<file path="src/rtl/tmr_pkg.sv">
// Shared types and constants for the NFC triple-modular-redundancy fault monitor.
// Bundle layout (MSB..LSB): done, IO_A_OUT, A ctl, IO_B_OUT, B ctl, READING.
package tmr_pkg;

    typedef enum logic [1:0] {
        MODE_TMR    = 2'd0,
        MODE_DUPLEX = 2'd1,
        MODE_FAIL   = 2'd2
    } mode_t;

    localparam int NFC_BUNDLE_W   = 27;

    localparam int BUNDLE_DONE    = 26;
    localparam int BUNDLE_IO_A    = 18;
    localparam int BUNDLE_CTL_A   = 14;
    localparam int BUNDLE_IO_B    = 6;
    localparam int BUNDLE_CTL_B   = 2;
    localparam int BUNDLE_READING = 0;

endpackage

</file>
<file path="src/rtl/tmr_fault_monitor_if.sv">
// Replica/voted bundle interface for tmr_fault_monitor.
// TMR_ERR_INJECT_EN adds the per-replica error-injection strobes.
interface tmr_fault_monitor_if #(
    parameter int W     = 27,
    parameter int CNT_W = 16
);
    logic [W-1:0]     rep_a;
    logic [W-1:0]     rep_b;
    logic [W-1:0]     rep_c;
    logic             clr_fault;
`ifdef TMR_ERR_INJECT_EN
    logic             err_inj_a;
    logic             err_inj_b;
    logic             err_inj_c;
`endif
    logic [W-1:0]     voted;
    logic             fault_a;
    logic             fault_b;
    logic             fault_c;
    logic [1:0]       mode;
    logic             tmr_error;
    logic [CNT_W-1:0] mismatch_cnt;

    modport master (
        output rep_a, rep_b, rep_c, clr_fault,
`ifdef TMR_ERR_INJECT_EN
        output err_inj_a, err_inj_b, err_inj_c,
`endif
        input  voted, fault_a, fault_b, fault_c, mode, tmr_error, mismatch_cnt
    );

    modport slave (
        input  rep_a, rep_b, rep_c, clr_fault,
`ifdef TMR_ERR_INJECT_EN
        input  err_inj_a, err_inj_b, err_inj_c,
`endif
        output voted, fault_a, fault_b, fault_c, mode, tmr_error, mismatch_cnt
    );

endinterface

</file>
<file path="src/rtl/tmr_lane_tracker.sv">
// Per-replica persistence counter with sticky fault flag.
// trip flags the cycle whose edge latches the fault so the mode FSM can switch on that same edge.
module tmr_lane_tracker #(
    parameter int PERSIST = 3
) (
    input  logic clk,
    input  logic rst,
    input  logic clr,
    input  logic en,
    input  logic dissent,
    output logic fault,
    output logic trip
);
    localparam int CW = 4;

    logic [CW-1:0] cnt;

    assign trip = en && dissent && !fault && (cnt == CW'(PERSIST - 1));

    always_ff @(posedge clk or posedge rst) begin
        if (rst) begin
            cnt   <= '0;
            fault <= 1'b0;
        end else if (clr) begin
            cnt   <= '0;
            fault <= 1'b0;
        end else if (en) begin
            if (dissent) begin
                if (cnt != CW'(PERSIST))
                    cnt <= cnt + 1'b1;
                if (trip)
                    fault <= 1'b1;
            end else begin
                cnt <= '0;
            end
        end
    end

endmodule

</file>
<file path="src/rtl/tmr_fault_monitor.sv">
// Votes three NFC replica bundles, latches persistent dissenters and degrades TMR -> DUPLEX -> FAIL.
// Optional TMR_ERR_INJECT_EN: err_inj_x inverts replica x before compare and vote.
module tmr_fault_monitor
    import tmr_pkg::*;
#(
    parameter int W       = NFC_BUNDLE_W,
    parameter int PERSIST = 3,
    parameter int CNT_W   = 16
) (
    input  logic clk,
    input  logic rst,
    tmr_fault_monitor_if.slave bus
);
    logic [W-1:0] a, b, c;

`ifdef TMR_ERR_INJECT_EN
    assign a = bus.rep_a ^ {W{bus.err_inj_a}};
    assign b = bus.rep_b ^ {W{bus.err_inj_b}};
    assign c = bus.rep_c ^ {W{bus.err_inj_c}};
`else
    assign a = bus.rep_a;
    assign b = bus.rep_b;
    assign c = bus.rep_c;
`endif

    logic         eq_ab, eq_ac, eq_bc, triple;
    logic [W-1:0] maj;
    logic [2:0]   dissent, trip, fault;

    assign eq_ab      = (a == b);
    assign eq_ac      = (a == c);
    assign eq_bc      = (b == c);
    assign triple     = !eq_ab && !eq_ac && !eq_bc;
    assign maj        = (a & b) | (a & c) | (b & c);
    assign dissent[0] = !eq_ab && !eq_ac;
    assign dissent[1] = !eq_ab && !eq_bc;
    assign dissent[2] = !eq_ac && !eq_bc;

    mode_t mode_q, mode_d;
    logic  track_en;

    // A triple disagreement has no sole dissenter, so the lane counters hold while FAIL is entered.
    assign track_en = (mode_q == MODE_TMR) && !triple;

    tmr_lane_tracker #(.PERSIST(PERSIST)) u_lane_a (
        .clk(clk), .rst(rst), .clr(bus.clr_fault), .en(track_en),
        .dissent(dissent[0]), .fault(fault[0]), .trip(trip[0])
    );
    tmr_lane_tracker #(.PERSIST(PERSIST)) u_lane_b (
        .clk(clk), .rst(rst), .clr(bus.clr_fault), .en(track_en),
        .dissent(dissent[1]), .fault(fault[1]), .trip(trip[1])
    );
    tmr_lane_tracker #(.PERSIST(PERSIST)) u_lane_c (
        .clk(clk), .rst(rst), .clr(bus.clr_fault), .en(track_en),
        .dissent(dissent[2]), .fault(fault[2]), .trip(trip[2])
    );

    logic [W-1:0] pair_x, pair_y;
    logic         pair_eq;

    always_comb begin
        pair_x = a;
        pair_y = b;
        if (fault[0]) begin
            pair_x = b;
            pair_y = c;
        end else if (fault[1]) begin
            pair_x = a;
            pair_y = c;
        end
    end

    assign pair_eq = (pair_x == pair_y);

    always_ff @(posedge clk or posedge rst) begin
        if (rst) mode_q <= MODE_TMR;
        else     mode_q <= mode_d;
    end

    always_comb begin
        mode_d = mode_q;
        if (bus.clr_fault) begin
            mode_d = MODE_TMR;
        end else begin
            case (mode_q)
                MODE_TMR: begin
                    if (triple)     mode_d = MODE_FAIL;
                    else if (|trip) mode_d = MODE_DUPLEX;
                end
                MODE_DUPLEX: if (!pair_eq) mode_d = MODE_FAIL;
                default:     mode_d = mode_q;
            endcase
        end
    end

    logic         vote_load, mismatch_seen;
    logic [W-1:0] vote_val;

    // clr_fault still loads the plain majority even out of DUPLEX/FAIL.
    always_comb begin
        vote_load     = 1'b0;
        vote_val      = maj;
        mismatch_seen = 1'b0;
        case (mode_q)
            MODE_TMR: begin
                mismatch_seen = !(eq_ab && eq_ac);
                vote_load     = !triple;
            end
            MODE_DUPLEX: begin
                mismatch_seen = !pair_eq;
                vote_load     = pair_eq;
                vote_val      = pair_x;
            end
            default: ;
        endcase
        if (bus.clr_fault) begin
            vote_load = 1'b1;
            vote_val  = maj;
        end
    end

    logic [W-1:0]     voted_q;
    logic             tmr_error_q;
    logic [CNT_W-1:0] mismatch_q;

    always_ff @(posedge clk or posedge rst) begin
        if (rst) begin
            voted_q     <= '0;
            tmr_error_q <= 1'b0;
            mismatch_q  <= '0;
        end else begin
            if (vote_load)
                voted_q <= vote_val;
            if (bus.clr_fault)
                tmr_error_q <= 1'b0;
            else if (mode_d == MODE_FAIL)
                tmr_error_q <= 1'b1;
            if (mismatch_seen && (mismatch_q != {CNT_W{1'b1}}))
                mismatch_q <= mismatch_q + 1'b1;
        end
    end

    assign bus.voted        = voted_q;
    assign bus.tmr_error    = tmr_error_q;
    assign bus.mismatch_cnt = mismatch_q;
    assign bus.fault_a      = fault[0];
    assign bus.fault_b      = fault[1];
    assign bus.fault_c      = fault[2];
    assign bus.mode         = mode_q;

endmodule
</file>
<file path="src/flat_wrapper.sv">
// flat-port wrapper written by rule: the top's interface ports become plain ports
module tmr_fault_monitor_flat import tmr_pkg::*;
#(
    parameter int W       = NFC_BUNDLE_W,
    parameter int PERSIST = 3,
    parameter int CNT_W   = 16
)
  (clk, rst, bus_rep_a, bus_rep_b, bus_rep_c, bus_clr_fault, bus_voted, bus_fault_a, bus_fault_b, bus_fault_c, bus_mode, bus_tmr_error, bus_mismatch_cnt);
  tmr_fault_monitor_if #(.W(W), .CNT_W(CNT_W)) bus_i ();
  input  logic clk;
  input  logic rst;
  input wire logic [$bits(bus_i.rep_a)-1:0] bus_rep_a;
  input wire logic [$bits(bus_i.rep_b)-1:0] bus_rep_b;
  input wire logic [$bits(bus_i.rep_c)-1:0] bus_rep_c;
  input wire logic [$bits(bus_i.clr_fault)-1:0] bus_clr_fault;
  output wire logic [$bits(bus_i.voted)-1:0] bus_voted;
  output wire logic [$bits(bus_i.fault_a)-1:0] bus_fault_a;
  output wire logic [$bits(bus_i.fault_b)-1:0] bus_fault_b;
  output wire logic [$bits(bus_i.fault_c)-1:0] bus_fault_c;
  output wire logic [$bits(bus_i.mode)-1:0] bus_mode;
  output wire logic [$bits(bus_i.tmr_error)-1:0] bus_tmr_error;
  output wire logic [$bits(bus_i.mismatch_cnt)-1:0] bus_mismatch_cnt;
  assign bus_i.rep_a = bus_rep_a;
  assign bus_i.rep_b = bus_rep_b;
  assign bus_i.rep_c = bus_rep_c;
  assign bus_i.clr_fault = bus_clr_fault;
  assign bus_voted = bus_i.voted;
  assign bus_fault_a = bus_i.fault_a;
  assign bus_fault_b = bus_i.fault_b;
  assign bus_fault_c = bus_i.fault_c;
  assign bus_mode = bus_i.mode;
  assign bus_tmr_error = bus_i.tmr_error;
  assign bus_mismatch_cnt = bus_i.mismatch_cnt;
  tmr_fault_monitor #(.W(W), .PERSIST(PERSIST), .CNT_W(CNT_W)) u_core (.clk(clk), .rst(rst), .bus(bus_i));
endmodule
</file>
<file path="config.mk">
export PLATFORM = sky130hd
export DESIGN_NAME = tmr_fault_monitor_flat
export DESIGN_NICKNAME = d
export VERILOG_FILES = /design/src/rtl/tmr_pkg.sv /design/src/rtl/tmr_fault_monitor_if.sv /design/src/rtl/tmr_lane_tracker.sv /design/src/rtl/tmr_fault_monitor.sv /design/src/flat_wrapper.sv
export SDC_FILE = /design/constraint.sdc
export NUM_CORES = 1
export LEC_CHECK = 0
export CAP_MARGIN = 20
export CORE_ASPECT_RATIO = 1.5
export CORE_MARGIN = 10
export CORE_UTILIZATION = 30
export DETAILED_ROUTE_END_ITERATION = 10
export SETUP_SLACK_MARGIN = 0.1
export SKIP_CTS_REPAIR_TIMING = 1
export SYNTH_ARGS = -nofsm -noshare
export SYNTH_HDL_FRONTEND = slang
export SYNTH_SLANG_ARGS = --single-unit
</file>
<file path="constraint.sdc">
create_clock -name clk -period 3.2 [get_ports clk]
set_input_delay 0.64 -clock clk [delete_from_list [all_inputs] [get_ports clk]]
set_output_delay 0.64 -clock clk [all_outputs]
set_load 0.02 [all_outputs]
</file>
==> impl_metrics.ini <==
[run_status]
status = finished, final reports clean

[synth]
synth_edf_count = 0
ys_ff_latch = 61
ys.flop_type = dfrtp_1
yosys_warnings = 0
ys_seq_area_share_pct = 27.5
synth_top_area_share_pct = 27.5
ys_async_sr_fraction_pct = 100
yosysUniqueCellTypes = 46
syn_area_um2 = 5540
syn_inst = 597
synth.area.top_cells = dfrtp_1, ha_1, mux2i_1, nand2_1, xnor2_1
synth.most_common_cell = ha_1
avgSynthCellArea_um2 = 9.28
syn_nets = 769
yosys.area.top_type = dfrtp_1
yosys-top-cells-count = ha_1, nand2_1, dfrtp_1

[cts]
cts_buffer_depth = 2
h-tree-depth = 3
clk_latency_ps = 350
cts.sinks = 61
ctsRootBufferMaster = clkbuf_16
path_clk_slew_ps = 60
tritoncts = yes
cts_buffers = 9

[setup_path]
arrival_ps = 3190
reg2reg_depth = 12
r2r_end = u_core.bus.voted[9]
cp_slowest_stage_delay_ps = 440
r2r_setup_slack_ps = 250
path_common_cell = buf_12
critPathSlowestCell = or4_4
setup.worst_path.start = bus_rep_c[23]
cp-end-kind = flip-flop
path_max_fanout = 22
path_buf_inv = 4
path_cells = clkdlybuf4s50_1, mux2i_1, xor2_1, nand4_1, or4_4, a2111oi_4, buf_4, a21oi_4, buf_12, buf_12, nand2_1, o21ai_1
crit_required_ps = 3420
crit_type = input pin to flip-flop
r2r_start = u_core.u_lane_b.fault
start_kind = input pin
cp_top_family = buffers and inverters

[global_route]
grt_max_degree = 55
antenna_found_initial = 2
grt_pass1_vias = 5598
overflow = 0
track_usage_pct = 16.2
grt_pass1_wl_um = 30200

[detailed_routing]
postRouteAntennaNets = 0
wl_per_cell_um = 19.1
via_per_inst = 5.16
num_vias = 5435
drtIter0Drc = 194
routed_wl_um = 20100
dr.pass1.iters = 5
drc_errors = 0

[die]
rows = 60
initial_core_util_pct = 30.8
io_pins = 133
die_x_um = 131
core_um2 = 18000
die_area_um2 = 24400
chipHeight_um = 186

[finish]
nets = 1002
syn_to_final_growth_pct = 52.2
multi_input_area_um2 = 3990
regArea_um2 = 1530
fill_cells = 1761
post_route_cells_drive_above_1_share_pct = 18.9

[pwr]
ir_drop_v = 0.000493
leakage_nw = 3.63
p_total_w = 0.00295
power_density_nw_per_um2 = 350

[run]
drv_cap = 0

[worst_hold_path]
hold_depth = 2
hold_path.class = flip-flop to flip-flop
min_from = u_core.bus.voted[4]
hold-path-endpoint = u_core.bus.voted[4]

[placement]
io_buffers = 132
routabilityCongestion = 0.885
hpwl_um = 16200

[sta]
rsz0062_at_grt = yes
max_clock_freq_mhz = 336
slew_violations = 0
max_slew_margin_pct = 52.9
whs_ps = 476
min_period_ps = 2980
clock_skew_ps = 9.12
tightest_slew_ps = 698
setup_violations = 0
finalHoldViolCount = 0
period_share_pct = 93.0
per-layer routing:
| layer | track usage [%] | wire length (um) |
|---|---|---|
| met1 | 16.7 | 7460 |
| met2 | 30.1 | 11000 |
| met3 | 4.82 | 1220 |
| met4 | 4.25 | 404 |
| met5 | 0 | 12 |
final cells by class:
cell class,instances,share of cell area (%)
tap,217,3.22
timing repair buffer,243,27.2
clock inverter,6,0.564
clock buffer,10,2.83
sequential,61,18.1
antenna,1,0.0297
inverter,16,0.712
multi-input combinational,499,47.3
cells in the final DEF (no fill, tap or decap), types with 3 or more instances in the layout:
master           synthesis  layout
nor2b_1                  4       4
ha_1                    88      86
inv_1                   16      15
xor2_1                  28      28
mux2i_1                 55      55
clkdlybuf4s50_1          0     118
dlymetal6s2s_1           0      14
a21oi_1                  5       5
or3_1                    4       4
o21ai_0                 21      21
o41ai_1                 28      28
clkinv_4                 0       3
o21ai_1                 25      25
o31ai_1                  4       3
clkbuf_16                0      10
nand2_1                 77      75
dfrtp_1                 61      59
buf_12                   0       7
nand3_1                 17      17
nor4_2                   1      10
nor2_1                  24      24
buf_4                    0     103
xnor2_1                 31      31
nor3_1                  17      15
nand3b_1                 4       4
nand4_1                  8       8
nor4_1                  23      12
nand2b_1                 7       7
registers in the layout (all words and copies together) (netlist names):
signal,flops
u_core.bus.tmr_error,1
u_core.bus.mismatch_cnt,16
u_core.u_lane_a.cnt,4
u_core.u_lane_c.cnt,4
u_core.u_lane_b.cnt,4
u_core.u_lane_b.fault,1
u_core.u_lane_a.fault,1
u_core.bus.mode,2
u_core.bus.voted,27
u_core.u_lane_c.fault,1
worst min-delay path, delay by kind of cell (launching register included):
family / cells / cell delay [ps]
AND/OR/NAND/NOR: 1 / 40
flip-flops: 1 / 340
AO/OA/AOI/OAI: 1 / 60
report_power, final:
group          switching [W]  internal, W
registers          0.0000977     0.000867
clock network       0.000403     0.000550
logic               0.000514     0.000523
total                0.00101      0.00194
through the flow:
stage	area [um^2]	TNS [ps]	instances	setup slack [ps]	util, %
after floorplan	5540	0	597	365	-
after global placement	7900	-15240	1030	-322	43.8
after detailed placement	7900	-15040	1030	-318	43.8
after CTS	8180	0	1046	9.66	45.4
after global routing	8430	0	1052	71.3	46.8
final	8430	0	1053	224	46.8
cells by family (layout without fill, tap and decap cells):
logic type | count (synthesis) | count (layout) | synth area share (%)
fa+ha+maj | 88 | 88 | 19.9
compound gates | 97 | 97 | 12.2
other cells | 0 | 1 | 0
flops | 61 | 61 | 27.5
simple gates | 199 | 199 | 17.8
buf+inv | 37 | 275 | 3.16
mux | 56 | 56 | 10.1
xor+xnor | 59 | 59 | 9.32
worst max-delay path by stage:
stage               slack [ps]                     end  cells after the start
finish                     220     u_core.bus.voted[9]                     12
global route                70  u_core.u_lane_b.cnt[3]                     11
CTS                         10  u_core.u_lane_c.cnt[1]                     11
detailed placement        -320  u_core.u_lane_c.cnt[1]                     11
global placement          -320  u_core.u_lane_c.cnt[0]                     11
floorplan                  360  u_core.u_lane_a.cnt[1]                      9
Note: power is estimated with default switching activity, not from simulation.
